File: config.mk
export PLATFORM = sky130hd
export DESIGN_NAME = mem_access_unit_flat
export DESIGN_NICKNAME = d
export VERILOG_FILES = /design/src/rtl/mem_access_unit_if.sv /design/src/rtl/mem_access_unit.sv /design/src/flat_wrapper.sv
export SDC_FILE = /design/constraint.sdc
export NUM_CORES = 1
export LEC_CHECK = 0
export ABC_AREA = 1
export CAP_MARGIN = 10
export CORE_MARGIN = 4
export CORE_UTILIZATION = 41
export CTS_BUF_LIST = sky130_fd_sc_hd__clkbuf_8
export CTS_CLUSTER_SIZE = 20
export DETAILED_ROUTE_END_ITERATION = 16
export PLACE_DENSITY = 0.79
export SKIP_CTS_REPAIR_TIMING = 1
export SLEW_MARGIN = 20
export SYNTH_ARGS = -nofsm -noshare
export SYNTH_HDL_FRONTEND = slang
export SYNTH_SLANG_ARGS = --single-unit
File: constraint.sdc
create_clock -name clk -period 1.6 [get_ports clk]
set_input_delay 0.32 -clock clk [delete_from_list [all_inputs] [get_ports clk]]
set_output_delay 0.32 -clock clk [all_outputs]
set_load 0.02 [all_outputs]
File: src/rtl/mem_access_unit_if.sv
// Word-wide data memory bus between the load/store stage and memory.
// The master issues requests; the slave answers with mAck and mRdata.
interface mem_access_unit_if;
  logic [31:0] mAddr;
  logic [31:0] mWdata;
  logic [3:0]  mByteEn;
  logic        mReq;
  logic        mWe;
  logic        mAck;
  logic [31:0] mRdata;

  modport master (
    output mAddr, mWdata, mByteEn, mReq, mWe,
    input  mAck, mRdata
  );

  modport slave (
    input  mAddr, mWdata, mByteEn, mReq, mWe,
    output mAck, mRdata
  );
endinterface

File: src/rtl/mem_access_unit.sv
// Load/store stage: lane steering, byte enables, alignment checking, load extension,
// and a req/ack memory handshake that stalls the pipeline until the access completes.
module mem_access_unit #(
  parameter int unsigned TIMEOUT = 16
) (
  input  logic              clk,
  input  logic              rst,
  input  logic              memRead,
  input  logic              memWrite,
  input  logic [1:0]        memDataSize,
  input  logic              memBitExt,
  input  logic [31:0]       addr,
  input  logic [31:0]       wdata,
  output logic [31:0]       rdata,
  output logic              stall,
  output logic              accessFault,
  output logic              busError,
  mem_access_unit_if.master mem
);

  typedef enum logic [1:0] {IDLE, ACCESS, DONE} state_t;

  localparam logic [7:0] LAST_CNT = 8'(TIMEOUT - 1);

  state_t      state_q, state_d;
  logic [7:0]  cnt_q, cnt_d;
  logic [29:0] waddr_q, waddr_d;
  logic [1:0]  lane_q, lane_d;
  logic [1:0]  size_q, size_d;
  logic        ext_q, ext_d;
  logic        we_q, we_d;
  logic [3:0]  be_q, be_d;
  logic [31:0] wdat_q, wdat_d;
  logic [31:0] rdata_q, rdata_d;
  logic        bus_err_q, bus_err_d;

  logic        req;
  logic        legal;
  logic [3:0]  req_be;
  logic [31:0] req_wdat;
  logic [7:0]  ld_byte;
  logic [15:0] ld_half;
  logic [31:0] ld_val;

  assign req = memRead | memWrite;

  // Decode the incoming request: legality, lane enables and replicated store data.
  always_comb begin
    legal    = 1'b0;
    req_be   = 4'b0000;
    req_wdat = 32'h0;
    case (memDataSize)
      2'd0: begin
        legal    = (addr[1:0] == 2'b00);
        req_be   = 4'b1111;
        req_wdat = wdata;
      end
      2'd1: begin
        legal    = ~addr[0];
        req_be   = addr[1] ? 4'b1100 : 4'b0011;
        req_wdat = {2{wdata[15:0]}};
      end
      2'd2: begin
        legal    = 1'b1;
        req_be   = 4'b0001 << addr[1:0];
        req_wdat = {4{wdata[7:0]}};
      end
      default: begin
        legal    = 1'b0;
      end
    endcase
  end

  // Load path works only from the latched size/lane/ext, never from live inputs.
  always_comb begin
    ld_byte = 8'h0;
    ld_half = lane_q[1] ? mem.mRdata[31:16] : mem.mRdata[15:0];
    case (lane_q)
      2'd0:    ld_byte = mem.mRdata[7:0];
      2'd1:    ld_byte = mem.mRdata[15:8];
      2'd2:    ld_byte = mem.mRdata[23:16];
      default: ld_byte = mem.mRdata[31:24];
    endcase
    case (size_q)
      2'd1:    ld_val = {{16{~ext_q & ld_half[15]}}, ld_half};
      2'd2:    ld_val = {{24{~ext_q & ld_byte[7]}}, ld_byte};
      default: ld_val = mem.mRdata;
    endcase
  end

  always_comb begin
    state_d     = state_q;
    cnt_d       = cnt_q;
    waddr_d     = waddr_q;
    lane_d      = lane_q;
    size_d      = size_q;
    ext_d       = ext_q;
    we_d        = we_q;
    be_d        = be_q;
    wdat_d      = wdat_q;
    rdata_d     = rdata_q;
    bus_err_d   = 1'b0;
    stall       = 1'b0;
    accessFault = 1'b0;
    case (state_q)
      IDLE: begin
        if (req) begin
          if (legal) begin
            waddr_d = addr[31:2];
            lane_d  = addr[1:0];
            size_d  = memDataSize;
            ext_d   = memBitExt;
            we_d    = memWrite;
            be_d    = req_be;
            wdat_d  = req_wdat;
            cnt_d   = 8'd0;
            stall   = 1'b1;
            state_d = ACCESS;
          end else begin
            accessFault = 1'b1;
          end
        end
      end
      ACCESS: begin
        stall = 1'b1;
        cnt_d = cnt_q + 8'd1;
        // An ack in the last allowed cycle still wins over the timeout.
        if (mem.mAck) begin
          if (!we_q) rdata_d = ld_val;
          state_d = DONE;
        end else if (cnt_q == LAST_CNT) begin
          bus_err_d = 1'b1;
          state_d   = DONE;
        end
      end
      default: begin
        state_d = IDLE;
      end
    endcase
  end

  always_ff @(posedge clk or negedge rst) begin
    if (!rst) begin
      state_q   <= IDLE;
      cnt_q     <= 8'd0;
      waddr_q   <= 30'h0;
      lane_q    <= 2'd0;
      size_q    <= 2'd0;
      ext_q     <= 1'b0;
      we_q      <= 1'b0;
      be_q      <= 4'b0000;
      wdat_q    <= 32'h0;
      rdata_q   <= 32'h0;
      bus_err_q <= 1'b0;
    end else begin
      state_q   <= state_d;
      cnt_q     <= cnt_d;
      waddr_q   <= waddr_d;
      lane_q    <= lane_d;
      size_q    <= size_d;
      ext_q     <= ext_d;
      we_q      <= we_d;
      be_q      <= be_d;
      wdat_q    <= wdat_d;
      rdata_q   <= rdata_d;
      bus_err_q <= bus_err_d;
    end
  end

  assign rdata       = rdata_q;
  assign busError    = bus_err_q;
  assign mem.mReq    = (state_q == ACCESS);
  assign mem.mWe     = (state_q == ACCESS) & we_q;
  assign mem.mAddr   = {waddr_q, 2'b00};
  assign mem.mByteEn = be_q;
  assign mem.mWdata  = wdat_q;

endmodule

File: src/flat_wrapper.sv
// flat-port wrapper written by rule: the top's interface ports become plain ports
module mem_access_unit_flat 
#(
  parameter int unsigned TIMEOUT = 16
)
  (clk, rst, memRead, memWrite, memDataSize, memBitExt, addr, wdata, rdata, stall, accessFault, busError, mem_mAddr, mem_mWdata, mem_mByteEn, mem_mReq, mem_mWe, mem_mAck, mem_mRdata);
  mem_access_unit_if mem_i ();
  input  logic clk;
  input  logic rst;
  input  logic memRead;
  input  logic memWrite;
  input  logic [1:0] memDataSize;
  input  logic memBitExt;
  input  logic [31:0] addr;
  input  logic [31:0] wdata;
  output logic [31:0] rdata;
  output logic stall;
  output logic accessFault;
  output logic busError;
  output wire logic [$bits(mem_i.mAddr)-1:0] mem_mAddr;
  output wire logic [$bits(mem_i.mWdata)-1:0] mem_mWdata;
  output wire logic [$bits(mem_i.mByteEn)-1:0] mem_mByteEn;
  output wire logic [$bits(mem_i.mReq)-1:0] mem_mReq;
  output wire logic [$bits(mem_i.mWe)-1:0] mem_mWe;
  input wire logic [$bits(mem_i.mAck)-1:0] mem_mAck;
  input wire logic [$bits(mem_i.mRdata)-1:0] mem_mRdata;
  assign mem_mAddr = mem_i.mAddr;
  assign mem_mWdata = mem_i.mWdata;
  assign mem_mByteEn = mem_i.mByteEn;
  assign mem_mReq = mem_i.mReq;
  assign mem_mWe = mem_i.mWe;
  assign mem_i.mAck = mem_mAck;
  assign mem_i.mRdata = mem_mRdata;
  mem_access_unit #(.TIMEOUT(TIMEOUT)) u_core (.clk(clk), .rst(rst), .memRead(memRead), .memWrite(memWrite), .memDataSize(memDataSize), .memBitExt(memBitExt), .addr(addr), .wdata(wdata), .rdata(rdata), .stall(stall), .accessFault(accessFault), .busError(busError), .mem(mem_i));
endmodule
### Word-level counts from Yosys, hierarchy flattened

Index checks and enable logic that the tools add are counted.

* $mul: 0
* shift-type cells: 1
* muxes and demuxes: 24
* $add $sub $neg: 1
* bitwise gates (word level): 7
* eq/ne operators: 11
* reduce and logical (&&, ||, !) cells: 9
* divide/modulo/power cells: 0
* order comparisons: 0

Operators by type and width (number)
* $pmux W32 S3: 1
* $pmux W32 S2: 1
* $pmux W8 S3: 1
* $mux W16: 1
* $mux W8: 2
* $pmux W8 S2: 1
* $pmux W4 S3: 1
* $reduce_and A3 Y1: 4
* $add A8 B1 Y8 const B: 1
* $eq A2 B1 Y1 const B: 4
* $eq A8 B4 Y1 const B: 1
* $logic_not A2 Y1: 4
* $mux W1: 8
* $mux W2: 4
* $eq A2 B2 Y1 const B: 3
* $mux W4: 1
* $ne A2 B1 Y1 const B: 2
* $pmux W2 S2: 1
* $shl A1 B2 Y4 const A: 1
* $and A1 B1 Y1: 3
* $ne A3 B1 Y1 const B: 1
* $not A1 Y1: 3
* $pmux W1 S3: 1
* $pmux W1 S2: 1
* 2 further kinds: 2

* bits in latches: 0
* input port bits: 104
* word-level logic and storage cells: 64
* output and inout port bits: 105
* memories kept: 0
* bits in registers: 115
* RAM bits: 0
* ROM bits: 0

### Logic depth before layout (Yosys ltp)

Gate-level depths: netlist of the first run.

* word-level depth: 5
* gate-level depth with buffers: 9
* mapped depth without buffers: 8

### Least setup slack after synthesis of the first run

OpenSTA, ideal clock, no wires.

* kind: register to output
* start point: register u_core.state_q[1]
* end point: output port mem_mWe
* stages on the path, launching flop included: 5
* arrival time: 1.257 ns
* path buffers: 1
* data required time: 1.280 ns
* slack: 0.023 ns
* cell sequence: dfrtp_1 > nor2_4 > inv_1 > clkbuf_1 > nor2_1

* word-level cells in the longest chain between the ends: 2

RTL lines
* from (decl): line mem_access_unit.sv:25 `state_t state_q, state_d;`
* from (signal assigned): line mem_access_unit.sv:156 `state_q <= state_d;`
* $eq A2 B1 Y1
* net mem_mReq: line flat_wrapper.sv:23 `output wire logic [$bits(mem_i.mReq)-1:0] mem_mReq;`
* $and A1 B1 Y1: line mem_access_unit.sv:173 `assign mem.mWe = (state_q == ACCESS) & we_q;`
* to (decl): line flat_wrapper.sv:24 `output wire logic [$bits(mem_i.mWe)-1:0] mem_mWe;`

The timed path passes the listed nets, and every way through them passes these cells.

### Worst setup path after layout of the first run

* start point: input port memWrite
* end point: output port stall

* word-level cells in the longest chain between the ends: 3

RTL lines
* from (decl): line flat_wrapper.sv:11 `input logic memWrite;`
* $or A1 B1 Y1: line mem_access_unit.sv:45 `assign req = memRead | memWrite;`
* $mux W1: line mem_access_unit.sv:107 `if (req) begin`
* $pmux W1 S2: line mem_access_unit.sv:105 `case (state_q)`
* to (decl): line flat_wrapper.sv:17 `output logic stall;`

No other way between the ends.

==> impl_metrics.prom, run 1 <==
# TYPE chip_impl_metric gauge
chip_impl_metric{name="number_of_failing_setup_endpoints_in_the_final_timing_report",unit=""} 4
chip_impl_metric{name="finalMaxSlewViolations",unit=""} 0
chip_impl_metric{name="post_synth_instance_area",unit="µm²"} 5430
chip_impl_info{name="critPathCaptureType",value="primary output"} 1
chip_impl_metric{name="wire_length_of_the_first_global_routing_pass",unit="mm"} 26.3
chip_impl_metric{name="num-nets-final",unit=""} 1042
chip_impl_metric{name="layout.cells.non_filler",unit=""} 1119
chip_impl_metric{name="diodes",unit=""} 0
chip_impl_metric{name="design_power_total",unit="mW"} 14.2
chip_impl_metric{name="drive_above_1_share",unit="%"} 11.5
chip_impl_metric{name="grt_max_degree",unit=""} 77
chip_impl_metric{name="maxClockFrequency",unit="MHz"} 604
chip_impl_metric{name="ys_seq_area_share",unit="%"} 53.0
chip_impl_metric{name="static-leakage-power",unit="nW"} 5.36
chip_impl_info{name="outcome",value="complete, but fails checks"} 1
chip_impl_metric{name="placement_rows",unit=""} 41
chip_impl_metric{name="cp.arrival",unit="ns"} 1.34
chip_impl_metric{name="route.final.wire_length",unit="mm"} 17.1
chip_impl_metric{name="finalSetupTns",unit="ns"} -0.131
chip_impl_metric{name="coreArea",unit="µm²"} 12800
chip_impl_metric{name="post-synth-top-area-fraction",unit="%"} 53.0
chip_impl_metric{name="postSynthCellCount",unit=""} 698
chip_impl_info{name="synth_area_leader_cell",value="sky130_fd_sc_hd__dfrtp_1"} 1
chip_impl_info{name="unrepaired_setup_endpoints_after_global_routing",value="yes"} 1
chip_impl_metric{name="cts_buffer_depth",unit=""} 2
chip_impl_metric{name="slew_headroom",unit="%"} 61.8
chip_impl_info{name="failed_checks",value="negative setup slack"} 1
chip_impl_metric{name="syn_avg_cell_area",unit="µm²"} 7.79
chip_impl_metric{name="gpl.final_weighted_congestion",unit=""} 0.966
chip_impl_metric{name="asyncSetResetFlopFracSynth",unit="%"} 100
chip_impl_metric{name="grt.total_usage",unit="%"} 22.2
chip_impl_info{name="timing_worst_setup_path_type",value="primary input to primary output"} 1
chip_impl_metric{name="dr_iter_0_viols",unit=""} 450
chip_impl_metric{name="grt_overflow",unit=""} 0
chip_impl_metric{name="port-buffer-count",unit=""} 206
chip_impl_metric{name="fin_area",unit="µm²"} 8730
chip_impl_metric{name="detailed_place.area",unit="µm²"} 7910
chip_impl_metric{name="detailed_place_hpwl",unit="mm"} 12.2
chip_impl_metric{name="place_inst",unit=""} 1085
chip_impl_metric{name="synth.yosys.warnings",unit=""} 0
chip_impl_metric{name="vias_per_cell",unit=""} 4.88
chip_impl_metric{name="timing_hold_violations_final",unit=""} 0
chip_impl_metric{name="tritoncts.num_buffers",unit=""} 17
chip_impl_metric{name="cts.htree.levels",unit=""} 4
chip_impl_metric{name="cp.required",unit="ns"} 1.28
chip_impl_metric{name="die_area",unit="µm²"} 15200
chip_impl_metric{name="chipWidth",unit="µm"} 123
chip_impl_info{name="synth_area_leaders",value="sky130_fd_sc_hd__dfrtp_1, sky130_fd_sc_hd__nand2_1, sky130_fd_sc_hd__o21ai_0, sky130_fd_sc_hd__a21oi_1, sky130_fd_sc_hd__nor2_1"} 1
chip_impl_metric{name="p_per_area",unit="nW/µm²"} 1620
chip_impl_metric{name="cts.sinks",unit=""} 115
chip_impl_metric{name="min_period",unit="ns"} 1.66
chip_impl_metric{name="cap_viol_max_count",unit=""} 0
chip_impl_info{name="worst_hold_path_type",value="primary input to async pin"} 1
chip_impl_metric{name="initial_cell_density_of_the_core",unit="%"} 42.5
chip_impl_info{name="ctsRootBufferMaster",value="sky130_fd_sc_hd__clkbuf_8"} 1
chip_impl_metric{name="grt_pass1_vias",unit=""} 5393
chip_impl_metric{name="antenna_found_initial",unit=""} 0
chip_impl_metric{name="timing.clock.skew",unit="ns"} 0.0123
chip_impl_metric{name="finalCritPeriodShare",unit="%"} 103
chip_impl_metric{name="drt_pre_antenna_iters",unit=""} 5
chip_impl_metric{name="cp_max_fo",unit=""} 2
chip_impl_metric{name="edff_count_synth",unit=""} 0
chip_impl_metric{name="worst_skew_pair.late_latency",unit="ns"} 0.43
chip_impl_metric{name="detail_route.wl_per_cell",unit="µm"} 15.3
chip_impl_metric{name="synthDistinctLibCells",unit=""} 30
chip_impl_metric{name="detail-route-antenna-nets",unit=""} 0
chip_impl_metric{name="worst-slew-pin-transition",unit="ns"} 0.571
chip_impl_info{name="r2r_end",value="u_core.rdata[4]$_DFFE_PN0P_"} 1
chip_impl_info{name="most_common_library_cell_in_the_layout_ignoring_fill_and_taps",value="sky130_fd_sc_hd__nand2_1"} 1
chip_impl_metric{name="io-pin-count",unit=""} 209
chip_impl_metric{name="vias",unit=""} 5464
chip_impl_metric{name="finalWorstSetupSlack",unit="ns"} -0.0559
chip_impl_metric{name="ff2ff_path_depth",unit=""} 8
chip_impl_metric{name="clkSlewWorstSetupHoldPaths",unit="ns"} 0.06
chip_impl_metric{name="remaining_drc_errors",unit=""} 0
chip_impl_metric{name="regToRegSetupSlack",unit="ns"} 0.12
chip_impl_info{name="mostFrequentLayoutCells",value="sky130_fd_sc_hd__nand2_1, sky130_fd_sc_hd__dfrtp_1, sky130_fd_sc_hd__dlymetal6s2s_1"} 1
chip_impl_info{name="ys.flop_type",value="sky130_fd_sc_hd__dfrtp_1"} 1
chip_impl_metric{name="synth_seq_cells",unit=""} 115
chip_impl_info{name="reg2reg_from",value="u_core.size_q[0]$_DFFE_PN0P_"} 1
chip_impl_metric{name="die_height",unit="µm"} 123
chip_impl_info{name="cp-start-kind",value="primary input"} 1
chip_impl_info{name="cts_tree",value="done"} 1
chip_impl_metric{name="power.ir.vdd_worst",unit="mV"} 0.858
chip_impl_metric{name="syn2layout_area_growth",unit="%"} 60.6
==> sequential cells by signal (all words and copies together) (netlist names), 2 cells and up <==
| signal | cells |
|---|---|
| u_core.lane_q | 2 |
| u_core.rdata | 32 |
| u_core.mem.mWdata | 32 |
| u_core.cnt_q | 8 |
| u_core.state_q | 2 |
| u_core.size_q | 2 |
| u_core.mem.mByteEn | 4 |
| u_core.waddr_q | 30 |
==> power breakdown <==
| part | internal (mW) | leakage [nW] | switching [mW] |
|---|---|---|---|
| Clock | 1.75 | 0.226 | 1.15 |
| Combinational | 2.90 | 3.70 | 3.68 |
| Sequential | 4.00 | 1.43 | 0.686 |
| Total | 8.65 | 5.36 | 5.51 |
==> worst max path at each step <==
stage / endpoint / cells after the start / start / slack (ns)
final: stall / 6 / memWrite / -0.06
after global routing: mem_mWe / 5 / u_core.state_q[0]$_DFFE_PN0P_ / -0.15
after CTS: stall / 8 / addr[1] / -0.76
after detailed placement: stall / 8 / addr[1] / -0.76
after global placement: stall / 7 / memDataSize[1] / -0.73
after floorplan: mem_mWe / 4 / u_core.state_q[1]$_DFFE_PN0P_ / 0.02
==> cell families (layout without fill, tap and decap cells) <==
kind of cell    after synthesis  in the layout  synth area share [%]
xor+xnor                      1              1                 0.161
fa+ha+maj                     3              3                 0.691
compound gates              138            138                  13.5
other cells                   1              2                0.0690
simple gates                356            356                  25.6
flops                       115            115                  53.0
buf+inv                      84            332                  7.02
==> stage by stage <==
stage / utilization [%] / hold WS (ns) / worst slack (ns)
2_1_floorplan: - / 0.0244 / 0.0228
3_3_place_gp: 61.9 / 0.184 / -0.734
3_5_place_dp: 61.9 / 0.182 / -0.761
4_1_cts: 65.3 / -0.291 / -0.765
5_1_grt: 68.3 / 0.267 / -0.150
6_report: 68.3 / 0.280 / -0.0559
==> critical path, stage by stage <==
cell                              delay (ns)
sky130_fd_sc_hd__clkdlybuf4s50_1        0.47
sky130_fd_sc_hd__nor2_1                 0.07
sky130_fd_sc_hd__nor3_2                 0.20
sky130_fd_sc_hd__nand2_2                0.08
sky130_fd_sc_hd__nand2_2                0.08
sky130_fd_sc_hd__buf_6                  0.11
==> metal layers <==
metal / vias up / global-route usage [%] / wire (µm)
met2: 230 / 34.6 / 7780
met3: 24 / 8.37 / 1850
met5: - / 0 / 0
met1: 2523 / 28.3 / 7140
li1: 2687 / - / -
met4: 0 / 7.89 / 306
==> area by class of cell <==
type / instances / area [µm²]
Fill cell: 1008 / 4050
Inverter: 49 / 184
Multi-Input combinational cell: 500 / 2250
Clock inverter: 12 / 163
Clock buffer: 19 / 262
Timing Repair Buffer: 252 / 2780
Tap cell: 172 / 215
Sequential cell: 115 / 2880
==> synth_stat cells, types with 2 or more instances <==
| library cell | instances |
|---|---|
| sky130_fd_sc_hd__inv_2 | 4 |
| sky130_fd_sc_hd__o221ai_1 | 6 |
| sky130_fd_sc_hd__nor3_1 | 2 |
| sky130_fd_sc_hd__nand4_1 | 2 |
| sky130_fd_sc_hd__o21ai_0 | 64 |
| sky130_fd_sc_hd__nand3_1 | 16 |
| sky130_fd_sc_hd__buf_2 | 14 |
| sky130_fd_sc_hd__buf_4 | 9 |
| sky130_fd_sc_hd__nand2_1 | 284 |
| sky130_fd_sc_hd__ha_1 | 3 |
| sky130_fd_sc_hd__clkinv_1 | 2 |
| sky130_fd_sc_hd__inv_1 | 43 |
| sky130_fd_sc_hd__or2_2 | 3 |
| sky130_fd_sc_hd__a21oi_1 | 61 |
| sky130_fd_sc_hd__buf_6 | 2 |
| sky130_fd_sc_hd__nand2_2 | 2 |
| sky130_fd_sc_hd__clkbuf_1 | 10 |
| sky130_fd_sc_hd__o211ai_1 | 2 |
| sky130_fd_sc_hd__nor2_1 | 44 |
| sky130_fd_sc_hd__dfrtp_1 | 115 |
(Power assumes the default switching activity.)
==> run 2, diff against run 1 <==
CTS_CLUSTER_SIZE = 40   (was 20)
HOLD_SLACK_MARGIN = 0.08   (was default)
==> results of run 2 <==
The final DEF is identical to that of run 1; final timing and power are the same.
